### src/rtl/spi_flash_id_responder.sv
`default_nettype none
// ============================================================================
// Module   : spi_flash_id_responder
// Purpose  : SPI mode-0 slave emulating the W25Qxx ID-read commands
//            (0x90, 0x9F, 0xAB), with all SPI pins oversampled on clk.
// Revision : 1.0 - initial release
// ============================================================================
module spi_flash_id_responder #(
  parameter logic [7:0] MF_ID    = 8'hEF,
  parameter logic [7:0] DEV_ID   = 8'h17,
  parameter logic [7:0] MEM_TYPE = 8'h40,
  parameter logic [7:0] CAPACITY = 8'h18
) (
  input  logic       rstn,
  input  logic       clk,
  input  logic       spi_ss,
  input  logic       spi_sck,
  input  logic       spi_mosi,
  output logic       spi_miso,
  output logic       spi_miso_oe,
  output logic       cmd_valid,
  output logic [7:0] cmd
);

  localparam logic [1:0] ST_IDLE = 2'd0;
  localparam logic [1:0] ST_CMD  = 2'd1;
  localparam logic [1:0] ST_DATA = 2'd2;

  localparam logic [7:0] CMD_MFDEV = 8'h90;
  localparam logic [7:0] CMD_JEDEC = 8'h9F;
  localparam logic [7:0] CMD_RDID  = 8'hAB;

  logic       r_ss_s1;
  logic       r_ss_s2;
  logic       r_sck_s1;
  logic       r_sck_s2;
  logic       r_sck_d;
  logic       r_mosi_s1;
  logic       r_mosi_s2;
  logic [1:0] r_flush;
  logic       r_armed;

  logic [1:0] r_state;
  logic [2:0] r_bit_idx;
  logic [2:0] r_byte_idx;
  logic [6:0] r_rx;
  logic       r_a0;
  logic [7:0] r_cmd;
  logic       r_cmd_valid;
  logic       r_miso;
  logic       r_oe;

  logic       w_sck_rise;
  logic       w_sck_fall;
  logic       w_active;
  logic [7:0] w_rx_next;
  logic [2:0] w_byte_next;
  logic [2:0] w_bit_sel;
  logic [7:0] w_resp;

  always_ff @(posedge clk or negedge rstn) begin
    if (!rstn) begin
      r_ss_s1   <= 1'b1;
      r_ss_s2   <= 1'b1;
      r_sck_s1  <= 1'b0;
      r_sck_s2  <= 1'b0;
      r_sck_d   <= 1'b0;
      r_mosi_s1 <= 1'b0;
      r_mosi_s2 <= 1'b0;
      r_flush   <= 2'b00;
    end else begin
      r_ss_s1   <= spi_ss;
      r_ss_s2   <= r_ss_s1;
      r_sck_s1  <= spi_sck;
      r_sck_s2  <= r_sck_s1;
      r_sck_d   <= r_sck_s2;
      r_mosi_s1 <= spi_mosi;
      r_mosi_s2 <= r_mosi_s1;
      r_flush   <= {r_flush[0], 1'b1};
    end
  end

  // The synchronizer comes out of reset reading ss=1; only trust a high
  // level once real pin samples have flushed through, or a frame that
  // straddles reset would be accepted.
  always_ff @(posedge clk or negedge rstn) begin
    if (!rstn) begin
      r_armed <= 1'b0;
    end else if (r_flush[1] && r_ss_s2) begin
      r_armed <= 1'b1;
    end
  end

  assign w_sck_rise  = r_sck_s2 & ~r_sck_d;
  assign w_sck_fall  = ~r_sck_s2 & r_sck_d;
  assign w_active    = r_armed & ~r_ss_s2;
  assign w_rx_next   = {r_rx, r_mosi_s2};
  assign w_byte_next = (r_byte_idx == 3'd7) ? 3'd4 : (r_byte_idx + 3'd1);
  assign w_bit_sel   = 3'd7 - r_bit_idx;

  // Past byte 3 only byte_idx parity matters, hence the 7->4 wrap.
  always_comb begin
    w_resp = 8'h00;
    if (r_state == ST_DATA) begin
      case (r_cmd)
        CMD_MFDEV: begin
          if (r_byte_idx >= 3'd4) begin
            w_resp = (r_byte_idx[0] == r_a0) ? MF_ID : DEV_ID;
          end
        end
        CMD_JEDEC: begin
          case (r_byte_idx)
            3'd1:    w_resp = MF_ID;
            3'd2:    w_resp = MEM_TYPE;
            3'd3:    w_resp = CAPACITY;
            default: w_resp = 8'h00;
          endcase
        end
        CMD_RDID: begin
          if (r_byte_idx >= 3'd4) begin
            w_resp = DEV_ID;
          end
        end
        default: w_resp = 8'h00;
      endcase
    end
  end

  always_ff @(posedge clk or negedge rstn) begin
    if (!rstn) begin
      r_state     <= ST_IDLE;
      r_bit_idx   <= 3'd0;
      r_byte_idx  <= 3'd0;
      r_rx        <= 7'd0;
      r_a0        <= 1'b0;
      r_cmd       <= 8'h00;
      r_cmd_valid <= 1'b0;
      r_miso      <= 1'b0;
      r_oe        <= 1'b0;
    end else begin
      r_cmd_valid <= 1'b0;
      r_oe        <= w_active;
      if (!w_active) begin
        r_state    <= ST_IDLE;
        r_bit_idx  <= 3'd0;
        r_byte_idx <= 3'd0;
        r_rx       <= 7'd0;
        r_miso     <= 1'b0;
      end else begin
        if (r_state == ST_IDLE) begin
          r_state <= ST_CMD;
        end
        if (w_sck_rise) begin
          r_rx      <= w_rx_next[6:0];
          r_bit_idx <= r_bit_idx + 3'd1;
          if (r_bit_idx == 3'd7) begin
            r_byte_idx <= w_byte_next;
            if (r_byte_idx == 3'd0) begin
              r_cmd       <= w_rx_next;
              r_cmd_valid <= 1'b1;
              r_state     <= ST_DATA;
            end
            if ((r_byte_idx == 3'd3) && (r_cmd == CMD_MFDEV)) begin
              r_a0 <= r_mosi_s2;
            end
          end
        end else if (w_sck_fall) begin
          r_miso <= w_resp[w_bit_sel];
        end
      end
    end
  end

  assign spi_miso    = r_miso;
  assign spi_miso_oe = r_oe;
  assign cmd_valid   = r_cmd_valid;
  assign cmd         = r_cmd;

endmodule
`default_nettype wire
### config.mk
export PLATFORM = sky130hd
export DESIGN_NAME = spi_flash_id_responder
export DESIGN_NICKNAME = d
export VERILOG_FILES = /design/src/rtl/spi_flash_id_responder.sv
export SDC_FILE = /design/constraint.sdc
export NUM_CORES = 1
export LEC_CHECK = 0
export CAP_MARGIN = 30
export CORE_ASPECT_RATIO = 1.4
export CORE_MARGIN = 3
export CORE_UTILIZATION = 59
export CTS_CLUSTER_DIAMETER = 100
export DETAILED_ROUTE_END_ITERATION = 10
export MAX_ROUTING_LAYER = met4
export PLACE_DENSITY = 0.82
export SYNTH_ARGS = -nofsm -noshare
export SYNTH_HDL_FRONTEND = slang
export SYNTH_SLANG_ARGS = --single-unit
### constraint.sdc
create_clock -name clk -period 4.8 [get_ports clk]
set_input_delay 1.44 -clock clk [delete_from_list [all_inputs] [get_ports clk]]
set_output_delay 1.44 -clock clk [all_outputs]
set_load 0.005 [all_outputs]
# Word level (Yosys, flattened, before mapping)
# Cells that the tools add are included.
# totals
regBits	37
in_bits	5
output_inout_bits	11
# op_classes
addsub	3
n_lt_le_gt_ge	2
eq_ne	14
muxes	28
bitwise	6
reduce_logical	8
# ops
operator	n
case mux 8 bit (3 select lines)	2
== test 8 bit (second input constant)	3
two-way mux 8 bit	3
two-way mux 3 bit	6
two-way mux 7 bit	2
two-way mux 2 bit	5
two-way mux 1 bit	8
AND reduction 4 bit	2
adder 3 x 1 -> 3 bit (second input constant)	2
== test 3 x 2 -> 1 bit (second input constant)	2
== test 3 bit (second input constant)	2
!= test 2 bit (second input constant)	3
two-way mux 5 bit	1
< comparator 3 x 4 -> 1 bit (second input constant)	1
AND reduction 2 bit	2
bitwise AND 1 bit	3
binary-select mux 1 bit (select 3 bit)	1
== test 3 x 1 -> 1 bit (second input constant)	1
greater-or-equal comparator 3 bit (second input constant)	1
logical NOT 3 bit	1
inverter 1 bit	3
subtractor 3 bit (first input constant)	1
== test 2 bit (second input constant)	1
logical AND 1 bit	2
3 further kinds	3

# Logic depth before layout (Yosys ltp)
# Gate-level depths: netlist (run 1).
# depth
depth_word	10
mapped_depth	7
ltp_nobuf	7

# Worst setup path before layout (run 1)
# OpenSTA, ideal clock, no wires.
# synth_path
kind	reg2out
start	reg r_cmd[0] (netlist: cmd[0])
end	out cmd[0]
arrival_time_ns	0.390
required_ns	3.360
setup_slack_ns	2.970
path_stages_with_launch	1
n_path_buf	0
path_cell_list	dfrtp_1
# synth_rtl
item	line_no	source
start: declaration	48	logic [7:0] r_cmd;
start signal: assignment	159	r_cmd <= w_rx_next;
end: declaration	22	output logic [7:0] cmd
# No word-level cell between the ends.

# Worst setup path after layout (run 1)
# layout_path
start	reg r_cmd[3] (netlist: cmd[3])
end	out cmd[3]
# No word-level cell between the ends.

==> reports/results.ini, run 1 <==
[outcome]
outcome = finished clean

[final_layout]
stdcell_count = 193
area_growth_pct = 17.02
layout.nets = 169
finish.instance_area_sq_um = 1858
drive_above_1_share = 0.1761
antenna_cells = 0
n_fill_cell = 184

[timing]
rsz0062_at_grt = false
tns_ns = 0
worst_pin_slew_ns = 0.9420
fmax_mhz = 364.3
drv_slew = 0
fin_ws_ns = 2.055
finalSetupViolations = 0
period_needed_ns = 2.745
fin_crit_sh = 0.5719
hold_violations = 0
max_slew_margin = 0.3707
skew_ns = 0.008578

[route]
firstDrtPassIters = 4
drt-total-wl_um = 2843
drt_iter0_markers = 26
wl_per_cell_um = 14.73
num_vias = 1076
postRouteAntennaNets = 0
route.detailed.drc = 0
viasPerCell = 5.575

[worst_setup_path]
worstSetupPathType = flip-flop to primary output
regToRegStartpoint = r_ss_s2
cpLargestDelayFamily = buffers and inverters
required_ns = 3.36
cpMaxStageDelayCell = clkdlybuf4s50_1
timing.critical_path.buf_inv = 1
arrival_ns = 1.31
critPathLaunch = cmd[3]
slowest_delay_ns = 0.54
end_kind = primary output
worstPathCellList = clkdlybuf4s50_1
worstSetupStartpointType = flip-flop
worstPathMaxFanout = 5

[yosys]
netlist_top_cells_count = 35 x dfrtp_1, 24 x nand2_1, 13 x a21oi_1, 9 x mux2_2
synth_warnings = 0
synth_edf_count = 0
synthArstFlopShare = 1.000
synth_top_family_by_area = simple AND/OR/NAND/NOR gates
syn_area_sq_um = 1588
ys_top_cells_by_area = dfrtp_1 55%, mux2_2 6.4%, nand2_1 5.7%
synth-adder-area-share = 0.05359
synth-compound-area-share = 0.08353
muxShareOfSynthArea = 0.06383
synth.lib_cells_used.distinct = 34
synth_area_leader_cell = dfrtp_1
synth_cells = 139
synthSimpleGateAreaFrac = 0.1797
synth_top_area_share = 0.5516
synth_ff_type = dfrtp_1
synth_nets = 150
synth.most_common_cell = dfrtp_1
synth_seq_cells = 37
seq_area_frac_synth = 0.5847
syn_avg_cell_area_sq_um = 11.42
yosys.area_share.xor_xnor = 0.01103

[die]
fp.dieH_um = 67.38
die_w_um = 49.85
row_count = 21
io_pins = 16
dieArea_sq_um = 3359
initial_utilization = 0.6429
coreArea_sq_um = 2470

[clock_network]
hold_buffers = 0
clockBufferDepth = 2
cts_made_buffers = 5
clk_latency_ns = 0.34
cts_setup_buffers = 0
htree_levels = 2
clk_pin_slew_ns = 0.11
postCtsResizedCells = 0
cts_num_sinks = 37
cts-root-buf = clkbuf_4
cts_tree = yes

[grt]
grt_max_degree = 38
grt_use_total = 0.2094
antenna_found_initial = 0
grt_pass1_vias = 1084
grt_overflow = 0
grt_pass1_wl_um = 4961

[worst_hold_path]
hold_class = flip-flop to flip-flop
hp-start = r_sck_s1

[place]
placed_cells = 185
placed_area_sq_um = 1769
dpl.hpwl_um = 2038
post-place-ws_ns = 2.441
port_buffers = 15
gp_congestion = 0.9125

[power]
power.leakage_nw = 0.8135
powerDensity_nw_per_um2 = 307.4
finalPower_mw = 0.5711
irDropWorstVdd_v = 0.0002737

[run]
drv_cap = 0

kinds of logic after synthesis:
logic type / Yosys count
buffers and inverters: 8
AOI/OAI and AO/OA: 21
adders and majority gates: 7
DFF: 37
other: 1
xor gates and xnor gates: 2
and+or+nand+nor: 54
muxes: 9
layout make-up:
type	count	area, sq um	area share
flip-flops and latches	37	928.4	0.4997
well taps	34	42.54	0.02290
multi-input cells	94	625.6	0.3367
repair buffers	16	157.7	0.08485
clock buffers	6	51.30	0.02761
clock inverters	2	37.54	0.02020
inverters	4	15.01	0.008081
state kept, by name, summed over array words and instances, names as in the netlist:
name and flops:
cmd 8, r_rx 7, r_bit_idx 3, r_byte_idx 3
r_flush 2, r_state 2, cmd_valid 1, r_a0 1
r_armed 1, r_mosi_s1 1, r_mosi_s2 1, r_sck_d 1
r_sck_s1 1, r_sck_s2 1, r_ss_s1 1, r_ss_s2 1
spi_miso 1, spi_miso_oe 1
report_power, final:
group | total, mW | internal, mW | switching [mW] | leakage [nW]
combinational | 0.0219 | 0.00773 | 0.0142 | 0.286
clock | 0.226 | 0.124 | 0.102 | 0.0445
sequential | 0.323 | 0.319 | 0.00461 | 0.483
total | 0.571 | 0.450 | 0.121 | 0.813
cell usage in the layout (no fill, tap or decap), drive strengths merged:
master	synthesis	final
o41ai	1	1
nand3	3	3
dfstp	2	2
xnor2	2	2
or2	1	1
inv	4	4
nand4	4	4
dfrtp	35	35
ha	6	6
a31oi	1	1
or4	1	1
a21o	2	2
nand2b	4	4
nor2b	1	1
nor4	2	2
clkdlybuf4s50	0	15
maj3	1	1
clkbuf	3	6
and3	3	3
nand2	24	24
buf	1	1
nor2	7	7
a21oi	13	13
mux2	9	9
o21ai	1	1
bufinv	0	1
or2b	2	2
nor3b	1	1
o32ai	1	1
nand4bb	1	1
conb	1	1
o22a	1	1
a211oi	1	1
clkinvlp	0	1
worst paths after layout:
check | end | slack [ns] | cells past startpoint
worst max-delay path | cmd[3] | 2.05 | 1
worst min-delay path | r_sck_s2 | 0.35 | 0
worst max register to register | cmd[5] | 2.64 | 5
worst min register to register | r_sck_s2 | 0.35 | 0
max in group asynchronous | r_ss_s2 | 2.97 | 2
min in group asynchronous | r_byte_idx[2] | 1.50 | 2
through the flow:
| step | util | hold slack (ns) |
|---|---|---|
| 3_5_place_dp | 0.7163 | 0.3347 |
| 6_report | 0.7523 | 0.3538 |
| 2_1_floorplan | - | 0.3312 |
| 3_3_place_gp | 0.7163 | 0.3323 |
| 5_1_grt | 0.7523 | 0.3649 |
| 4_1_cts | 0.7523 | 0.3530 |
metal layers:
| layer | global-route usage | routed length (um) | up-vias |
|---|---|---|---|
| met5 | - | 0 | - |
| met4 | 0.1107 | 62 | 0 |
| met2 | 0.3510 | 1460 | 25 |
| met1 | 0.2297 | 1201 | 532 |
| li1 | - | - | 511 |
| met3 | 0.05298 | 118 | 8 |
Note: power is estimated with default switching activity, not from simulation.
==> run 2: changes to the inputs <==
--- a/config.mk
+++ b/config.mk
@@ -8,11 +8,11 @@
 export CAP_MARGIN = 30
 export CORE_ASPECT_RATIO = 1.4
 export CORE_MARGIN = 3
-export CORE_UTILIZATION = 59
+export CORE_UTILIZATION = 55
 export CTS_CLUSTER_DIAMETER = 100
 export DETAILED_ROUTE_END_ITERATION = 10
 export MAX_ROUTING_LAYER = met4
-export PLACE_DENSITY = 0.82
+export PLACE_DENSITY = 0.77
 export SYNTH_ARGS = -nofsm -noshare
 export SYNTH_HDL_FRONTEND = slang
 export SYNTH_SLANG_ARGS = --single-unit
==> constraint.sdc (replaced) <==
create_clock -name clk -period 2.6 [get_ports clk]
set_input_delay 0.78 -clock clk [delete_from_list [all_inputs] [get_ports clk]]
set_output_delay 0.78 -clock clk [all_outputs]
set_load 0.005 [all_outputs]
==> reports/results.ini, run 2 (synthesized netlist as in run 1, its figures left out) <==
[outcome]
outcome = finished clean

[final_layout]
largest_register_ffs = 8
area_growth_pct = 16.23
antenna_cells = 0
most-common-layout-cells = 35 x dfrtp_1, 24 x nand2_1, 15 x clkdlybuf4s50_1, 13 x a21oi_1, 9 x mux2_2
finish.instance_area_sq_um = 1846
drive_above_1_share = 0.1739
stdcell_count = 197
final_common_cell = dfrtp_1
layout.nets = 171

[die]
die_w_um = 51.41
coreArea_sq_um = 2698
row_count = 22
initial_utilization = 0.5886
dieArea_sq_um = 3577
io_pins = 16
fp.dieH_um = 69.58

[timing]
tns_ns = 0
skew_ns = 0.01395
fin_crit_sh = 0.7965
fin_ws_ns = 0.5291
holdWs_ns = 0.3482
period_needed_ns = 2.071
finalSetupViolations = 0
hold_violations = 0
rsz0062_at_grt = false
drv_slew = 0
fmax_mhz = 482.9

[clock_network]
cts_made_buffers = 5
cts-root-buf = clkbuf_4
hold_buffers = 0
clk_pin_slew_ns = 0.11
htree_levels = 2
clockBufferDepth = 2
cts_tree = yes
cts_num_sinks = 37
clk_latency_ns = 0.34
cts_setup_buffers = 0
postCtsResizedCells = 0

[worst_setup_path]
worstPathCellList = clkdlybuf4s50_1
timing.critical_path.buf_inv = 1
arrival_ns = 1.29
cpMaxStageDelayCell = clkdlybuf4s50_1
worstSetupPathType = flip-flop to primary output
end_kind = primary output
cpLargestDelayFamily = buffers and inverters
worstSetupStartpointType = flip-flop
required_ns = 1.82
slowest_delay_ns = 0.53
worstPathMaxFanout = 5

[place]
port_buffers = 15
post-place-ws_ns = 0.7733
dpl.hpwl_um = 2214
placed_cells = 189
placed_area_sq_um = 1787
gp_congestion = 0.8450

[grt]
grt_pass1_wl_um = 5340
antenna_found_initial = 0
grt_overflow = 0
grt_use_total = 0.2081
grt_max_degree = 38
grt_pass1_vias = 1144

[route]
drt-total-wl_um = 2996
viasPerCell = 5.548
route.detailed.drc = 0
num_vias = 1093
wl_per_cell_um = 15.21
drt_iter0_markers = 41
firstDrtPassIters = 4
postRouteAntennaNets = 0

[power]
power.leakage_nw = 0.8115
irDropWorstVdd_v = 0.0004142
powerDensity_nw_per_um2 = 513.4

[run]
drv_cap = 0

[worst_hold_path]
hold_class = flip-flop to flip-flop

==> run 2: final timing paths <==
| check | start | slack, ns | depth (start not counted) | to |
|---|---|---|---|---|
| hold / removal | r_sck_s1 | 0.35 | 0 | r_sck_s2 |
| setup reg to reg | r_ss_s2 | 0.77 | 6 | cmd[3] |
| hold reg to reg | r_sck_s1 | 0.35 | 0 | r_sck_s2 |
| min in group asynchronous | rstn | 0.84 | 2 | spi_miso |
| max in group asynchronous | rstn | 1.39 | 2 | r_ss_s1 |
| setup / recovery | cmd[2] | 0.53 | 1 | cmd[2] |
==> run 2: power by group <==
group          internal (mW)  total (mW)  switching [mW]  leakage (nW)
logic                 0.0164      0.0435          0.0271         0.296
registers              0.588       0.597         0.00866         0.483
clock network          0.133       0.307           0.174        0.0326
==> run 2: routing by layer <==
layer / share of wire / wire length, um / track usage / up-vias
li1: - / - / - / 517
met5: 0 / 0 / - / -
met3: 0.036 / 107 / 0.06452 / 9
met1: 0.38 / 1141 / 0.2269 / 547
met2: 0.56 / 1687 / 0.3456 / 20
met4: 0.020 / 59 / 0.08163 / 0
==> run 2: final cells by class <==
class	count	area, sq um
Timing Repair Buffer	18	172.7
Sequential cell	37	928.4
Inverter	4	15.01
Fill cell	236	852.1
Clock buffer	8	58.81
Tap cell	36	45.04
Multi-Input combinational cell	94	625.6
==> run 2: metrics by stage <==
stage          utilization  power [mW]
2_1_floorplan            -      0.6249
3_3_place_gp        0.6623      0.6494
3_5_place_dp        0.6623      0.6523
4_1_cts             0.6841      0.9591
5_1_grt             0.6841      0.9879
6_report            0.6841      0.9475
==> run 3: changes to the inputs <==
==> constraint.sdc (replaced) <==
create_clock -name clk -period 2.1 [get_ports clk]
set_input_delay 0.63 -clock clk [delete_from_list [all_inputs] [get_ports clk]]
set_output_delay 0.63 -clock clk [all_outputs]
set_load 0.005 [all_outputs]
==> reports/results.ini, run 3 (synthesized netlist as in run 1, its figures left out) <==
[timing]
fin_ws_ns = 0.1433
period_needed_ns = 1.957
rsz0062_at_grt = false
drv_slew = 0
fin_crit_sh = 0.9318
skew_ns = 0.01161
tns_ns = 0
finalSetupViolations = 0
fmax_mhz = 511.1
holdWs_ns = 0.3560
hold_violations = 0

[worst_setup_path]
worstSetupPathType = flip-flop to primary output
slowest_delay_ns = 0.53
required_ns = 1.47
arrival_ns = 1.33
worstPathCellList = clkdlybuf4s50_1
cpMaxStageDelayCell = clkdlybuf4s50_1
worstSetupStartpointType = flip-flop
worstPathMaxFanout = 5
end_kind = primary output
timing.critical_path.buf_inv = 1
cpLargestDelayFamily = buffers and inverters

[clock_network]
cts_num_sinks = 37
clk_latency_ns = 0.35
clockBufferDepth = 2
clk_pin_slew_ns = 0.10
hold_buffers = 0
htree_levels = 2
cts_made_buffers = 5
cts_tree = yes
postCtsResizedCells = 0
cts_setup_buffers = 0
cts-root-buf = clkbuf_4

[grt]
grt_overflow = 0
antenna_found_initial = 0
grt_pass1_wl_um = 5188
grt_use_total = 0.2022
grt_pass1_vias = 1082
grt_max_degree = 31

[worst_hold_path]
hold_class = flip-flop to flip-flop

[place]
port_buffers = 15
placed_cells = 189
gp_congestion = 0.9287
post-place-ws_ns = 0.3948
dpl.hpwl_um = 2110

[power]
clockPowerShare = 0.307
powerDensity_nw_per_um2 = 619.9
combinationalPowerShare = 0.050
switching_power_mw = 0.2689
finalPower_mw = 1.147
p_int_mw = 0.8781
power.leakage_nw = 0.8155
p_sw_frac = 0.2344
p_seq_frac = 0.644
irDropWorstVdd_v = 0.0005362

[route]
firstDrtPassIters = 4
num_vias = 1076
drt-total-wl_um = 2901
viasPerCell = 5.462
wl_per_cell_um = 14.73
postRouteAntennaNets = 0
drt_iter0_markers = 27
route.detailed.drc = 0

[final_layout]
most-common-layout-cells = 35 x dfrtp_1, 24 x nand2_1, 15 x clkdlybuf4s50_1, 13 x a21oi_1, 9 x mux2_2
antenna_cells = 0
area_growth_pct = 16.55
layout.nets = 171
final_common_cell = dfrtp_1
stdcell_count = 197
largest_register_ffs = 8
drive_above_1_share = 0.1801

[die]
fp.dieH_um = 69.58
coreArea_sq_um = 2698
die_w_um = 51.41
row_count = 22
io_pins = 16
initial_utilization = 0.5886
dieArea_sq_um = 3577

[run]
drv_cap = 0

[outcome]
outcome = finished clean

run 3: cell count changes in the layout (fill, tap and decap cells not counted):
cell      delta
clkinv_2     +2
buf_12       +1
buf_4        -1
clkbuf_8     -1
clkbuf_1     -1
run 3: through the flow:
| stage | util | area (sq um) |
|---|---|---|
| after floorplan | - | 1588 |
| after global placement | 0.6670 | 1799 |
| after detailed placement | 0.6670 | 1799 |
| after CTS | 0.6860 | 1851 |
| after global routing | 0.6860 | 1851 |
| final | 0.6860 | 1851 |
run 3: power groups by stage:
stage	registers (mW)	logic, mW	clock network (mW)
2_1_floorplan	0.749	0.0244	0
3_3_place_gp	0.751	0.0573	0
3_5_place_dp	0.752	0.0583	0
4_1_cts	0.738	0.0585	0.366
5_1_grt	0.741	0.0642	0.398
6_report	0.738	0.0569	0.352
run 3: final timing paths:
| check | start | cells past startpoint | end | slack, ns |
|---|---|---|---|---|
| min | r_sck_s1 | 0 | r_sck_s2 | 0.36 |
| min in group asynchronous | rstn | 1 | r_flush[0] | 0.57 |
| max reg2reg | r_byte_idx[0] | 7 | spi_miso | 0.36 |
| max | cmd[2] | 1 | cmd[2] | 0.14 |
| max in group asynchronous | rstn | 2 | r_mosi_s2 | 1.05 |
| min reg2reg | r_sck_s1 | 0 | r_sck_s2 | 0.36 |
run 3: layout make-up:
type | count | area (sq um)
clock buffer | 6 | 41.29
clock inverter | 2 | 10.01
fill | 218 | 847.1
inverter | 4 | 15.01
multi-input combinational | 94 | 625.6
sequential | 37 | 928.4
tap | 36 | 45.04
timing repair buffer | 18 | 185.2
run 3: per-layer routing:
layer / up-vias / GRT usage / share of wire
li1: 520 / - / -
met5: - / - / 0
met1: 538 / 0.2281 / 0.42
met3: 5 / 0.07312 / 0.031
met2: 13 / 0.3215 / 0.53
met4: 0 / 0.07872 / 0.018
